## src/rtl/sail_ex_mem_pkg.sv

```systemverilog
// Shared constants for the EX/MEM skid stage: control-bundle bit positions,
// FSM state encoding and the packed entry width.
package sail_ex_mem_pkg;

    localparam int unsigned CTL_REGWRITE = 0;
    localparam int unsigned CTL_MEMREAD  = 1;
    localparam int unsigned CTL_MEMWRITE = 2;
    localparam int unsigned CTL_MEMTOREG = 3;

    localparam logic [1:0] ST_EMPTY = 2'd0;
    localparam logic [1:0] ST_ONE   = 2'd1;
    localparam logic [1:0] ST_TWO   = 2'd2;

    // Entry = {alu_out, store_data, rd, ctl}; branch info is consumed at accept.
    function automatic int unsigned entry_w(input int unsigned data_w,
                                            input int unsigned reg_w,
                                            input int unsigned ctl_w);
        return 2 * data_w + reg_w + ctl_w;
    endfunction

    localparam int unsigned ENTRY_W = entry_w(32, 5, 4);

endpackage

```

## src/rtl/perf_sat_counter.sv

```systemverilog
// Saturating up-counter with an increment strobe; holds at all-ones.
module perf_sat_counter #(
    parameter int unsigned WIDTH = 32
) (
    input  logic             clk,
    input  logic             rst_n,
    input  logic             inc,
    output logic [WIDTH-1:0] count
);

    always_ff @(posedge clk or negedge rst_n) begin
        if (!rst_n) begin
            count <= '0;
        end else if (inc && (count != '1)) begin
            count <= count + {{(WIDTH-1){1'b0}}, 1'b1};
        end
    end

endmodule

```

## src/rtl/ex_mem_skid_stage.sv

```systemverilog
// EX/MEM pipeline stage: 2-entry skid buffer, taken-branch redirect pulse and
// EX-to-EX forwarding tap. Define EX_MEM_SKID_PERF_EN to enable perf counters.
module ex_mem_skid_stage
    import sail_ex_mem_pkg::*;
#(
    parameter int unsigned DATA_W = 32,
    parameter int unsigned REG_W  = 5,
    parameter int unsigned CTL_W  = 4
) (
    input  logic              clk,
    input  logic              rst_n,
    input  logic              flush,
    input  logic              in_valid,
    output logic              in_ready,
    input  logic [DATA_W-1:0] in_alu_out,
    input  logic              in_branch_en,
    input  logic              in_is_branch,
    input  logic [DATA_W-1:0] in_branch_tgt,
    input  logic [DATA_W-1:0] in_store_data,
    input  logic [REG_W-1:0]  in_rd,
    input  logic [CTL_W-1:0]  in_ctl,
    output logic              out_valid,
    input  logic              out_ready,
    output logic [DATA_W-1:0] out_alu_out,
    output logic [DATA_W-1:0] out_store_data,
    output logic [REG_W-1:0]  out_rd,
    output logic [CTL_W-1:0]  out_ctl,
    output logic              redirect_valid,
    output logic [DATA_W-1:0] redirect_pc,
    output logic              fwd_valid,
    output logic [REG_W-1:0]  fwd_rd,
    output logic [DATA_W-1:0] fwd_data,
    output logic [31:0]       perf_stall_cnt,
    output logic [31:0]       perf_redirect_cnt
);

    localparam int unsigned EW = entry_w(DATA_W, REG_W, CTL_W);

    logic [1:0]    state_q, state_d;
    logic [EW-1:0] head_q, skid_q, in_entry;
    logic          in_ready_q;
    logic          redir_q;
    logic [DATA_W-1:0] redir_pc_q;

    logic accept, drain, take_branch;
    logic load_head_in, load_head_skid, load_skid;

    assign in_entry    = {in_alu_out, in_store_data, in_rd, in_ctl};
    assign accept      = in_valid & in_ready_q;
    assign drain       = out_valid & out_ready;
    assign take_branch = accept & in_is_branch & in_branch_en & ~flush;

    always_comb begin
        state_d        = state_q;
        load_head_in   = 1'b0;
        load_head_skid = 1'b0;
        load_skid      = 1'b0;
        if (flush) begin
            // A coincident drain is still seen downstream via out_valid/out_ready.
            state_d = ST_EMPTY;
        end else begin
            case (state_q)
                ST_EMPTY: begin
                    if (accept) begin
                        state_d      = ST_ONE;
                        load_head_in = 1'b1;
                    end
                end
                ST_ONE: begin
                    if (accept && !drain) begin
                        state_d   = ST_TWO;
                        load_skid = 1'b1;
                    end else if (accept && drain) begin
                        load_head_in = 1'b1;
                    end else if (drain) begin
                        state_d = ST_EMPTY;
                    end
                end
                ST_TWO: begin
                    if (drain) begin
                        state_d        = ST_ONE;
                        load_head_skid = 1'b1;
                    end
                end
                default: state_d = ST_EMPTY;
            endcase
        end
    end

    always_ff @(posedge clk or negedge rst_n) begin
        if (!rst_n) begin
            state_q    <= ST_EMPTY;
            in_ready_q <= 1'b1;
            head_q     <= '0;
            skid_q     <= '0;
            redir_q    <= 1'b0;
            redir_pc_q <= '0;
        end else begin
            state_q    <= state_d;
            in_ready_q <= (state_d != ST_TWO);
            if (load_head_in) begin
                head_q <= in_entry;
            end else if (load_head_skid) begin
                head_q <= skid_q;
            end
            if (load_skid) begin
                skid_q <= in_entry;
            end
            redir_q <= take_branch;
            if (take_branch) begin
                redir_pc_q <= in_branch_tgt;
            end
        end
    end

    assign in_ready       = in_ready_q;
    assign out_valid      = (state_q != ST_EMPTY);
    assign {out_alu_out, out_store_data, out_rd, out_ctl} = head_q;
    assign redirect_valid = redir_q;
    assign redirect_pc    = redir_pc_q;

    // Loads never forward: the value is an address, not the loaded data.
    assign fwd_valid = out_valid & out_ctl[CTL_REGWRITE] & ~out_ctl[CTL_MEMREAD]
                     & (out_rd != '0);
    assign fwd_rd    = out_rd;
    assign fwd_data  = out_alu_out;

`ifdef EX_MEM_SKID_PERF_EN
    perf_sat_counter #(.WIDTH(32)) u_stall_cnt (
        .clk   (clk),
        .rst_n (rst_n),
        .inc   (out_valid & ~out_ready),
        .count (perf_stall_cnt)
    );

    perf_sat_counter #(.WIDTH(32)) u_redirect_cnt (
        .clk   (clk),
        .rst_n (rst_n),
        .inc   (redir_q),
        .count (perf_redirect_cnt)
    );
`else
    assign perf_stall_cnt    = '0;
    assign perf_redirect_cnt = '0;
`endif

endmodule
```

## config.mk

```make
export PLATFORM = sky130hd
export DESIGN_NAME = ex_mem_skid_stage
export DESIGN_NICKNAME = d
export VERILOG_FILES = /design/src/rtl/sail_ex_mem_pkg.sv /design/src/rtl/perf_sat_counter.sv /design/src/rtl/ex_mem_skid_stage.sv
export SDC_FILE = /design/constraint.sdc
export NUM_CORES = 1
export LEC_CHECK = 0
export BUFFER_PORTS_ARGS = -buffer_cell sky130_fd_sc_hd__clkbuf_2
export CORE_MARGIN = 2
export CORE_UTILIZATION = 53
export CTS_CLUSTER_DIAMETER = 40
export DETAILED_ROUTE_END_ITERATION = 7
export GPL_TIMING_DRIVEN = 0
export PLACE_DENSITY = 0.86
export SYNTH_ARGS = -nofsm -noshare
export SYNTH_HDL_FRONTEND = slang
export SYNTH_SLANG_ARGS = --single-unit
export TNS_END_PERCENT = 100
```

## constraint.sdc

```tcl
create_clock -name clk -period 3.8 [get_ports clk]
set_input_delay 0.57 -clock clk [delete_from_list [all_inputs] [get_ports clk]]
set_output_delay 0.57 -clock clk [all_outputs]
set_load 0.1 [all_outputs]
```

## Word-level counts from Yosys, hierarchy flattened

Index checks and enable logic that the tools add are counted.

| word-level totals | value |
|---|---|
| register bits | 182 |
| input bits | 112 |
| output and inout bits | 210 |
| word-level logic and storage cells | 46 |

| operators by class | value |
|---|---|
| equality and inequality tests | 3 |
| muxes and demuxes | 20 |
| bitwise logic cells | 10 |
| reductions and logical operators | 7 |

Operators by type and width:

| cell | number |
|---|---|
| $mux 73 | 2 |
| $mux 2 | 6 |
| $mux 1 | 10 |
| $and 1x1->1 | 8 |
| $pmux 2 s3 | 1 |
| $reduce_bool 5->1 | 1 |
| $reduce_bool 2->1 | 2 |
| $eq 2x1->1 const B | 1 |
| $eq 2x2->1 const B | 1 |
| $logic_and 1x1->1 | 2 |
| $logic_not 2->1 | 1 |
| $ne 2x2->1 const B | 1 |
| $not 1->1 | 2 |
| $pmux 1 s2 | 1 |
| $logic_not 1->1 | 1 |

## Depth between registers and ports, before layout

Gate-level depths: netlist of run 1.

| logic depth | value |
|---|---|
| depth after elaboration | 8 |
| mapped depth | 6 |
| gate-level depth less buffers | 4 |

## Worst setup path after synthesis of run 1

OpenSTA, ideal clock, no wires.

| timing | value |
|---|---|
| path type | reg2out |
| start point | register head_q[5] |
| end point | output port fwd_valid |
| arrival time | 1988 ps |
| data required time | 3230 ps |
| slack | 1242 ps |
| cell stages (with the launch flop) | 4 |
| path buffers | 0 |
| cell sequence | dfrtp_1 -> nor3_1 -> nand2_1 -> and4b_1 |

| on the way | value |
|---|---|
| cells in the longest elaborated chain, start to end | 2 |

Ends and longest elaborated chain:

| what | RTL line | text |
|---|---|---|
| start, declared | ex_mem_skid_stage.sv:40 | `logic [EW-1:0] head_q, skid_q, in_entry;` |
| start signal, assigned | ex_mem_skid_stage.sv:102 | `head_q <= in_entry;` |
| start signal, assigned | ex_mem_skid_stage.sv:104 | `head_q <= skid_q;` |
| $reduce_bool 5->1 | ex_mem_skid_stage.sv:124 | `& (out_rd != '0);` |
| $and 1x1->1 | ex_mem_skid_stage.sv:124 |  |
| end, declared | ex_mem_skid_stage.sv:30 | `output logic fwd_valid,` |

Every way passes these cells.

## Final worst setup path of run 1

| timing | value |
|---|---|
| start point | register state_q[0] |
| end point | register head_q[5] |

| on the way | value |
|---|---|
| cells in the longest elaborated chain, start to end | 8 |
| elaborated cells on any way between the ends | 17 |
| classes of those cells | eq/ne: 2; mux: 8; bitwise: 1; reduce/logical: 6 |

Ends and longest elaborated chain:

| what | RTL line | text |
|---|---|---|
| start, declared | ex_mem_skid_stage.sv:39 | `logic [1:0] state_q, state_d;` |
| start signal, assigned | ex_mem_skid_stage.sv:99 | `state_q <= state_d;` |
| $reduce_bool 2->1 | ex_mem_skid_stage.sv:117 | `assign out_valid = (state_q != ST_EMPTY);` |
| $and 1x1->1 | ex_mem_skid_stage.sv:50 | `assign drain = out_valid & out_ready;` |
| $logic_and 1x1->1 or $logic_not 1->1 (tied branches) | ex_mem_skid_stage.sv:73, ex_mem_skid_stage.sv:70 |  |
| $mux 1 or $logic_and 1x1->1 (tied branches) | ex_mem_skid_stage.sv:73, ex_mem_skid_stage.sv:70 |  |
| $mux 1 | ex_mem_skid_stage.sv:70 | `if (accept && !drain) begin` |
| $pmux 1 s2 | ex_mem_skid_stage.sv:62 | `case (state_q)` |
| $mux 1 | ex_mem_skid_stage.sv:58 | `if (flush) begin` |
| $mux 73 or $reduce_bool 2->1 (tied branches) | - |  |

Several ways; a longest one is shown, not always the timed one.
A chain may end at the register's enable or synchronous reset.

==> impl_results.md, run 1 <==
- Later-pin clock latency in the skew report: 0.42 ns
- Post-synthesis sequential area ratio: between 50% and 60%
- H-tree levels: 4
- MaxCap Viol Count: 0
- Num Clock Sinks: 182
- Pwr Density: 773 nW/um2
- FF-to-FF setup slack: 1.38 ns
- Lkg Pwr: 5.87 nW
- Tot GR Track Use: 24.7%
- Worst reg2reg path depth: 5
- Max stage delay cell, worst path: a41oi_1
- Hold buffers post-CTS: 0
- Hold Vio Cnt, Final: 0
- Routed wire length: 19800 um
- Crit Path Max Fanout: 10
- Worst vdd ir: 0.432 mV
- Worst setup path start: state_q[0]
- Total gr overflow: 0
- DRT iter0 DRCs: around 350
- Post-Syn Area: around 8200 um2
- Die width: roughly 130 um
- Most common cell after layout, fill and taps aside: clkbuf_2
- Antenna diodes: 0
- Largest net degree at the start of global routing: 100
- Nature of the critical path endpoint: flop
- Final Setup Violations: 0
- GP Congestion: 0.765
- Biggest area consumer among synthesized cells: dfrtp_1
- Pwr Total: 8.15 mW
- Dpl hpwl: about 14000 um
- Min-delay worst type: input pin to asynchronous set/reset pin
- Die Ht: 128 um
- Yosys reg bits: 182
- Layout cells sized above 1: 50.4%
- Clk pin slew, worst setup/hold paths: 0.07 ns
- Initial antenna violation count: 0
- Final instance area: 10500 um2
- Setup tns final: 0 ns
- Root Buffer: clkbuf_16
- Mean Syn Cell Area: 12.3 um2
- FF-to-FF End: head_q[5]
- Synthesized instance count: 663
- CP Buf/Inv Count: 1
- # DRC: 0
- Vias in the first global route: 5877
- Crit. path cell count: 5
- CTS buffer count: 17
- Crit path cell chain: nand2b_1 > a41oi_1 > clkbuf_1 > nand2_1 > nand2_1
- Hold WS: 0.165 ns
- Worst slew pin tran: 1.17 ns
- CP max stage delay: ~0.98 ns
- Core area: 15100 um2
- DIE AREA: 16400 um2
- Reg2reg start: state_q[0]
- Fillers: 1089
- Vias per cell: a little under 5
- FMAX: 414 MHz
- Status: finished, final reports clean
- Vias post-DR: about 6000
- Critical path launch point type: flop
- Area post-placement: 9950 um2
- Area Growth Syn to Fin: 29.3%
- Post-CTS Setup Bufs: 0
- Yosys warning total: 0
- Drt first pass iters: 4
- CP delay by family, top: compound AO/OA/AOI/OAI gates
- Relative slew margins: a little over a fifth
- Most frequent cells in the layout: 256 x clkbuf_2, 181 x dfrtp_1, 147 x nand2_1
- Critical Path Sink: head_q[5]
- Min Tclk post-route: 2.42 ns
- CTS tree: built
- Synth top area share: about 56%
- CP dominant cell by count: nand2_1
- Distinct cells, synth: 29
- Fin nets: 1115
- Slew Limit Fails: 0
- CP required: ~4.2 ns
- Rows: 45
- Period utilization: approximately 64%
- First-pass GRT wire length: 31100 um
- PortBufs: 257
- Initial core utilization: 54.0%
- Max clock buf depth: 2
- I/O pin count: 322
- Post-CTS Resized: 0
- RSZ-0062 raised after global routing: false
- Area contributors post-synth: dfrtp_1 56%, mux2_4 11%, buf_4 9.3%
- Post-layout util: between 60 and 70%
- CP Data Arrival Time: 2.78 ns
- Critical path class: flop to flop
- WL/cell: 16.4 um
- DRT antenna net count: 0
- Worst Clk Skew: roughly 0.0053 ns
[worst register-to-register path, stage by stage, from the launching register on]
cell	delay, ns
dfrtp_1	0.41
nand2b_1	0.13
a41oi_1	0.98
clkbuf_1	0.62
nand2_1	0.13
nand2_1	0.09
[cells in the mapped netlist]
cell type / instances
nor3_2: 1
mux2_4: 59
dfstp_2: 1
nor2_1: 3
nor4bb_1: 1
buf_2: 6
or4_4: 1
and3b_1: 1
nand2_1: 147
inv_1: 2
o21ai_0: 2
and4b_1: 1
buf_4: 101
o41a_1: 1
mux2_2: 46
xor2_1: 1
clkbuf_1: 14
or2_2: 1
nor3_1: 1
buf_6: 7
conb_1: 1
nand2b_1: 1
nor3b_1: 1
a21oi_1: 1
buf_1: 7
a41oi_1: 1
a22oi_1: 71
dfrtp_1: 181
mux2i_1: 2
[per-stage QoR]
| step | worst slack (ns) | instances |
|---|---|---|
| 3_5_place_dp | 1.00 | 1172 |
| 4_1_cts | 1.33 | 1204 |
| 3_3_place_gp | -1.15 | 1171 |
| 2_1_floorplan | 1.24 | 726 |
| 5_1_grt | 1.21 | 1204 |
| 6_report | 1.38 | 1204 |
[cells by family (layout without fill, tap and decap cells)]
kind of cell / after synthesis / count (layout) / synth area share [%]
buf+inv: 137 / 427 / 11.7
xor+xnor: 1 / 1 / 0.107
other cells: 1 / 64 / 0.0460
compound gates: 76 / 76 / 6.97
flops: 182 / 182 / 55.9
simple gates: 159 / 159 / 7.83
mux: 107 / 107 / 17.5
[power by group]
group / total [mW] / switching, mW / internal, mW / leakage, nW
registers: 2.69 / 0.290 / 2.40 / 2.24
logic: 3.69 / 2.92 / 0.777 / 3.35
clock network: 1.77 / 0.771 / 0.997 / 0.279
[worst min path at each step]
stage / endpoint / slack (ns) / cells after the start
2_1_floorplan: head_q[0] / 0.27 / 0
3_3_place_gp: head_q[40] / 0.46 / 2
3_5_place_dp: head_q[19] / 0.46 / 2
4_1_cts: skid_q[12] / 0.20 / 1
5_1_grt: head_q[11] / 0.22 / 1
6_report: skid_q[12] / 0.16 / 1
[sequential cells by signal (all words and copies together), names as in the netlist]
name,count
head_q,73
skid_q,73
redirect_pc,32
state_q,2
in_ready,1
redirect_valid,1
[cell type report]
type | instances | area [um2] | share of cell area [%]
plain buffers | 135 | 946 | 8.98
clock buffers | 19 | 443 | 4.20
well taps | 188 | 235 | 2.23
flip-flops and latches | 182 | 4560 | 43.2
multi-input cells | 407 | 2880 | 27.3
inverters | 2 | 7.51 | 0.0712
clock inverters | 13 | 149 | 1.41
repair buffers | 258 | 1320 | 12.6
[layer usage]
layer  share of wire (%)  vias to the layer above  track usage, %
li1                    -                     2778               -
met1                  41                     2901            31.2
met2                  50                      219            40.8
met3                 7.0                       35            7.43
met4                 2.0                        0            8.27
met5                   0                        -               0
(Power assumes the default switching activity.)
==> run 2, diff against run 1 <==
--- a/config.mk
+++ b/config.mk
@@ -7,11 +7,11 @@
 export LEC_CHECK = 0
 export BUFFER_PORTS_ARGS = -buffer_cell sky130_fd_sc_hd__clkbuf_2
 export CORE_MARGIN = 2
-export CORE_UTILIZATION = 53
+export CORE_UTILIZATION = 49
 export CTS_CLUSTER_DIAMETER = 40
 export DETAILED_ROUTE_END_ITERATION = 7
 export GPL_TIMING_DRIVEN = 0
-export PLACE_DENSITY = 0.86
+export PLACE_DENSITY = 0.8
 export SYNTH_ARGS = -nofsm -noshare
 export SYNTH_HDL_FRONTEND = slang
 export SYNTH_SLANG_ARGS = --single-unit
==> constraint.sdc (replaced) <==
create_clock -name clk -period 2.5 [get_ports clk]
set_input_delay 0.375 -clock clk [delete_from_list [all_inputs] [get_ports clk]]
set_output_delay 0.375 -clock clk [all_outputs]
set_load 0.1 [all_outputs]
==> run 2 against run 1 <==
Net effect:
- die area increased by 7.9%
- total power is 52% higher
- hold slack worse by 0.16 ns
- sequential power grew 52%
- clock power increased by 52%
- critical path depth grew 1
- combinational power up 52%
- via count down 1.2%
- core utilization shrank 5.4 points
- count of clock-buffer cells in the layout down 1
- maximum frequency increased by 12%
- critical path type unchanged
- critical endpoint is now head_q[69]
- largest cell class unchanged
==> impl_results.md, run 2 (synthesis gave the netlist of run 1 again) <==
- Crit Path Max Fanout: 10 (unchanged)
- Drt first pass iters: 4 (unchanged)
- Worst Clk Skew: 0.00869 ns (+0.00340 ns)
- Min Tclk post-route: 2.16 ns (-0.251 ns)
- DIE AREA: 17700 um2 (+7.9%)
- Pwr Density: 1170 nW/um2 (+51%)
- Total gr overflow: 0 (unchanged)
- Layout cells sized above 1: 50.3% (about the same)
- Clk pin slew, worst setup/hold paths: 0.07 ns (about the same)
- Final Setup Violations: 0 (unchanged)
- Period utilization: 86.6% (+23 points)
- FMAX: 462 MHz (+12%)
- Crit path cell chain: nand2_1 > and3b_1 > buf_2 > buf_1 > a22oi_1 > nand2_1
- CP max stage delay: 0.55 ns (-0.43 ns)
- Vias in the first global route: 5941 (+1.1%)
- WL/cell: 15.9 um (-3.5%)
- DRT antenna net count: 0 (unchanged)
- Most frequent cells in the layout: 256 x clkbuf_2, 181 x dfrtp_1, 147 x nand2_1
- GP Congestion: 0.733 (-4.2%)
- CP required: 2.84 ns (-1.32 ns)
- Largest net degree at the start of global routing: 95 (-5.0%)
- Tot GR Track Use: 22.4% (-2.3 points)
- Vias per cell: 4.75 (-3.5%)
- Max stage delay cell, worst path: dfstp_2
- Later-pin clock latency in the skew report: 0.42 ns (about the same)
- Die width: 133 um (+3.9%)
- Hold Vio Cnt, Final: 0 (unchanged)
- Reg2reg start: in_ready
- Die Ht: 133 um (+3.9%)
- Final instance area: 10600 um2 (+0.34%)
- Pwr Total: 12.4 mW (+52%)
- CP Buf/Inv Count: 2 (+1)
- Root Buffer: clkbuf_16
- Pint: 6.39 mW (+53%)
- Sw frac: 48.4% (-0.44 points)
- Area Growth Syn to Fin: 29.7%
- Initial core utilization: 49.7% (-4.3 points)
- Initial antenna violation count: 0 (unchanged)
- Area post-placement: 9990 um2 (+0.40%)
- Power share of the clock group: 21.7% (about the same)
- Routed wire length: 19600 um (-1.1%)
- Gate power share: 45.3% (about the same)
- RSZ-0062 raised after global routing: false
- Nature of the critical path endpoint: flop
- Critical path class: flop to flop
- # DRC: 0 (unchanged)
- Vias post-DR: 5862 (-1.2%)
- FF-to-FF setup slack: 0.34 ns (-1.05 ns)
- Lkg Pwr: 5.86 nW (-0.13%)
- I/O pin count: 322 (unchanged)
- Hold buffers post-CTS: 0 (unchanged)
- Fin nets: 1115 (unchanged)
- Rows: 47 (+4.4%)
- Relative slew margins: 48.6% (+27 points)
- CP dominant cell by count: nand2_1
- PortBufs: 257 (unchanged)
- Post-CTS Setup Bufs: 0 (unchanged)
- CP delay by family, top: buffers and inverters
- Most common cell after layout, fill and taps aside: clkbuf_2
- Worst slew pin tran: 0.772 ns (-0.397 ns)
- CTS buffer count: 17 (unchanged)
- Status: finished, final reports clean
- Post-CTS Resized: 1 (+1)
- MaxCap Viol Count: 0 (unchanged)
- Dpl hpwl: 14200 um (+0.34%)
- Sequential cell fraction of total power: 33.0% (about the same)
- NetSw: 5.99 mW (+51%)
- Critical path launch point type: flop
- Worst vdd ir: 0.721 mV (+67%)
- FF-to-FF End: head_q[69]
- Num Clock Sinks: 182 (unchanged)
- CP Data Arrival Time: 2.51 ns (-0.27 ns)
- Antenna diodes: 0 (unchanged)
- Slew Limit Fails: 0 (unchanged)
- Worst reg2reg path depth: 6 (+1)
- H-tree levels: 4 (unchanged)
- Min-delay worst type: input pin to asynchronous set/reset pin
- First-pass GRT wire length: 31100 um (about the same)
- CTS tree: built
- Max clock buf depth: 2 (unchanged)
- DRT iter0 DRCs: 217 (-37%)
- Core area: 16400 um2 (+8.7%)
-- run 2: cell types whose count changed in the layout (fill, tap and decap cells not counted) --
cell	change
a41oi_1	-1
clkinv_4	-2
inv_8	-2
a41oi_2	+1
inv_6	+2
clkbuf_8	-1
clkinv_2	-1
bufinv_16	+1
-- run 2: power by group through the flow --
stage	logic (mW)	clock network (mW)	registers, mW
6_report	5.61	2.69	4.08
5_1_grt	5.80	2.87	4.16
4_1_cts	5.64	2.76	4.08
3_5_place_dp	5.63	0	4.11
3_3_place_gp	5.56	0	4.08
2_1_floorplan	2.36	0	6.47
-- run 2: stage by stage --
stage	hold WS [ns]	util [%]	instances	setup WS, ns	TNS, ns
after floorplan	0.0794	-	726	0.137	0
after global placement	0.458	60.6	1203	-2.31	-418.07
after detailed placement	0.461	60.9	1204	-0.117	-1.06
after CTS	0.0382	64.4	1233	0.274	0
after global routing	0.0686	64.4	1233	0.162	0
final	0.00456	64.4	1233	0.336	0
-- run 2: worst register-to-register path, stage by stage, from the launching register on --
cell	delay, ns
dfstp_2	0.55
nand2_1	0.13
and3b_1	0.36
buf_2	0.30
buf_1	0.48
a22oi_1	0.19
nand2_1	0.10
-- run 2: cell type report --
type / count / area, um2
sequential: 182 / 4560
fill: 1303 / 5830
clock inverter: 11 / 151
inverter: 2 / 7.51
multi-input combinational: 407 / 2890
tap: 220 / 275
timing repair buffer: 258 / 1320
clock buffer: 18 / 429
buffer: 135 / 946
-- run 2: per-layer routing --
layer / GRT usage, % / share of wire (%) / up-vias
met4: 6.39 / 1.3 / 0
met2: 37.8 / 50 / 205
met5: 0 / 0 / -
met3: 6.40 / 7.5 / 21
li1: - / - / 2770
met1: 28.1 / 41 / 2866
-- run 2: worst max-delay path by stage --
| stage | start | to | slack, ns | cells after the start |
|---|---|---|---|---|
| 5_1_grt | in_ready | head_q[2] | 0.16 | 6 |
| 3_5_place_dp | out_ready | head_q[71] | -0.12 | 6 |
| 6_report | in_ready | head_q[69] | 0.34 | 6 |
| 3_3_place_gp | rst_n | head_q[55] | -2.31 | 1 |
| 2_1_floorplan | head_q[5] | fwd_valid | 0.14 | 3 |
| 4_1_cts | in_ready | head_q[6] | 0.27 | 6 |
==> run 3, diff against run 2 <==
--- a/config.mk
+++ b/config.mk
@@ -6,12 +6,15 @@
 export NUM_CORES = 1
 export LEC_CHECK = 0
 export BUFFER_PORTS_ARGS = -buffer_cell sky130_fd_sc_hd__clkbuf_2
+export CELL_PAD_IN_SITES_DETAIL_PLACEMENT = 0
+export CELL_PAD_IN_SITES_GLOBAL_PLACEMENT = 1
 export CORE_MARGIN = 2
-export CORE_UTILIZATION = 49
+export CORE_UTILIZATION = 37
 export CTS_CLUSTER_DIAMETER = 40
 export DETAILED_ROUTE_END_ITERATION = 7
 export GPL_TIMING_DRIVEN = 0
-export PLACE_DENSITY = 0.8
+export PLACE_DENSITY_LB_ADDON = 0.1
+export REMOVE_ABC_BUFFERS = 1
 export SYNTH_ARGS = -nofsm -noshare
 export SYNTH_HDL_FRONTEND = slang
 export SYNTH_SLANG_ARGS = --single-unit
==> run 3 against run 2 <==
Net effect:
- die area up 31%
- final cell count down 4.9%
- register-to-register slack worse by 0.22 ns
- total power fell by 1.4%
- sequential share of layout area increased by 2.6 points
- setup slack got worse by 0.22 ns
- combinational power down 4.1%
- critical path type unchanged
- highest routed layer unchanged
==> impl_results.md, run 3 (synthesis gave the netlist of run 1 again) <==
- Status: finished, final reports clean
- Vias in the first global route: 5518 (-7.1%)
- Nature of the critical path endpoint: flop
- Vias post-DR: 5400 (-7.9%)
- CTS buffer count: 17 (unchanged)
- Hold Vio Cnt, Final: 0 (unchanged)
- NetSw: 5.95 mW (-0.61%)
- Layout cells sized above 1: 46.2% (-4.2 points)
- Crit path cell chain: nand2_1 > or4_4 > buf_16 > mux2_4
- Fillers: 2080 (+60%)
- Power share of the clock group: 22.7% (+1.0 points)
- Sequential Area: 4560 um2 (unchanged)
- Tot GR Track Use: 16.1% (-6.2 points)
- Root Buffer: clkbuf_16
- Pwr Density: 1220 nW/um2 (+4.5%)
- Antenna diodes: 0 (unchanged)
- CP Data Arrival Time: 2.68 ns (+0.17 ns)
- RSZ-0062 raised after global routing: false
- CP required: 2.80 ns (-0.04 ns)
- Lkg Pwr: 5.37 nW (-8.5%)
- DRT antenna net count: 0 (unchanged)
- Vias per cell: 4.61 (-3.1%)
- Later-pin clock latency in the skew report: 0.43 ns (about the same)
- Fin nets: 992 (-11%)
- Die Ht: 152 um (+15%)
- Routed wire length: 18700 um (-4.4%)
- Post-CTS Setup Bufs: 0 (unchanged)
- DRT iter0 DRCs: 215 (-0.92%)
- CTS tree: built
- FMAX: 420 MHz (-9.1%)
- Hold WS: 0.180 ns (+0.176 ns)
- Max stage delay cell, worst path: or4_4
- Min-delay worst type: input pin to flop
- H-tree levels: 4 (unchanged)
- Post-Place Setup Slack: 0.124 ns (+0.241 ns)
- Initial antenna violation count: 0 (unchanged)
- Num Clock Sinks: 182 (unchanged)
- PortBufs: 257 (unchanged)
- Setup tns final: 0 ns (unchanged)
- DIE AREA: 23200 um2 (+31%)
- Relative slew margins: 51.9% (+3.3 points)
- Most common cell after layout, fill and taps aside: clkbuf_2
- Die width: 152 um (+15%)
- Critical path class: flop to flop
- Crit Path Max Fanout: 40 (+30)
- Max clock buf depth: 2 (unchanged)
- Initial core utilization: 37.5% (-12 points)
- Sequential cell fraction of total power: 33.3% (+0.3 points)
- Post-CTS Resized: 0 (-1)
- Setup ws final: 0.119 ns (-0.217 ns)
- Slew Limit Fails: 0 (unchanged)
- WL/cell: 16.0 um (+0.61%)
- Sw frac: 48.7% (+0.36 points)
- Worst vdd ir: 0.471 mV (-35%)
- Pint: 6.26 mW (-2.0%)
- Area Growth Syn to Fin: 22.4%
- Critical path launch point type: flop
- Core area: 21800 um2 (+33%)
- GP Congestion: 0.749 (+2.2%)
- Gate power share: 44.0% (-1.3 points)
- Pwr Total: 12.2 mW (-1.4%)
- # DRC: 0 (unchanged)
- Drt first pass iters: 4 (unchanged)
- Clk pin slew, worst setup/hold paths: 0.07 ns (about the same)
- Worst Clk Skew: 0.00883 ns (+0.000139 ns)
- Min Tclk post-route: 2.38 ns (+0.217 ns)
- I/O pin count: 322 (unchanged)
- MaxCap Viol Count: 0 (unchanged)
- Footprint of the multi-input gates: 2920 um2 (+1.3%)
- Final Setup Violations: 0 (unchanged)
- First-pass GRT wire length: 29800 um (-4.0%)
- Largest net degree at the start of global routing: 97 (+2.1%)
- Rows: 54 (+15%)
- Period utilization: 95.3% (+8.7 points)
- CP max stage delay: 0.83 ns (+0.28 ns)
- Most frequent cells in the layout: 256 x clkbuf_2, 181 x dfrtp_1, 147 x nand2_1
- Dpl hpwl: 13200 um (-7.6%)
- Total gr overflow: 0 (unchanged)
- Worst slew pin tran: 0.722 ns (-0.0499 ns)
run 3: worst max-delay path, delay by kind of cell, from the launching register on:
family | cells | cell delay (ns)
AND/OR/NAND/NOR | 2 | 0.98
multiplexers | 1 | 0.34
flip-flops | 1 | 0.56
buffers and inverters | 1 | 0.34
run 3: final timing paths:
path	start	endpoint	slack, ns	depth (start not counted)
setup / recovery	in_ready	skid_q[24]	0.12	4
hold / removal	in_branch_tgt[8]	redirect_pc[8]	0.18	2
setup reg to reg	in_ready	skid_q[24]	0.12	4
hold reg to reg	head_q[21]	head_q[21]	0.48	2
max in group asynchronous	rst_n	skid_q[34]	1.01	3
min in group asynchronous	rst_n	redirect_pc[24]	0.55	2
run 3: cell type report:
| cell class | count | share of cell area (%) |
|---|---|---|
| timing repair buffer | 270 | 15.4 |
| clock inverter | 13 | 1.68 |
| sequential | 182 | 45.7 |
| inverter | 2 | 0.0752 |
| clock buffer | 18 | 4.40 |
| multi-input combinational | 407 | 29.3 |
| tap | 280 | 3.51 |
run 3: power by group through the flow:
| stage | logic [mW] | registers, mW | clock network [mW] |
|---|---|---|---|
| floorplan | 1.31 | 7.27 | 0 |
| global placement | 5.39 | 4.08 | 0 |
| detailed placement | 5.40 | 4.11 | 0 |
| CTS | 5.41 | 4.07 | 2.86 |
| global route | 5.56 | 4.16 | 3.00 |
| finish | 5.38 | 4.07 | 2.77 |
run 3: through the flow:
step / utilization [%] / instances / cell area, um2
2_1_floorplan: - / 591 / 7440
3_3_place_gp: 41.7 / 1128 / 9080
3_5_place_dp: 43.0 / 1140 / 9360
4_1_cts: 45.9 / 1172 / 9980
5_1_grt: 45.9 / 1172 / 9980
6_report: 45.9 / 1172 / 9980
run 3: per-layer routing:
layer | up-vias | GRT usage, % | share of wire (%)
met3 | 17 | 5.18 | 7.5
li1 | 2524 | - | -
met4 | 0 | 5.38 | 1.5
met5 | - | 0 | 0
met2 | 222 | 26.2 | 48
met1 | 2637 | 20.5 | 43
run 3: repair_timing:
action	in CTS	in global routing
hold buffers	1	0
hold endpoints to repair	1	0
setup endpoints to repair	0	0
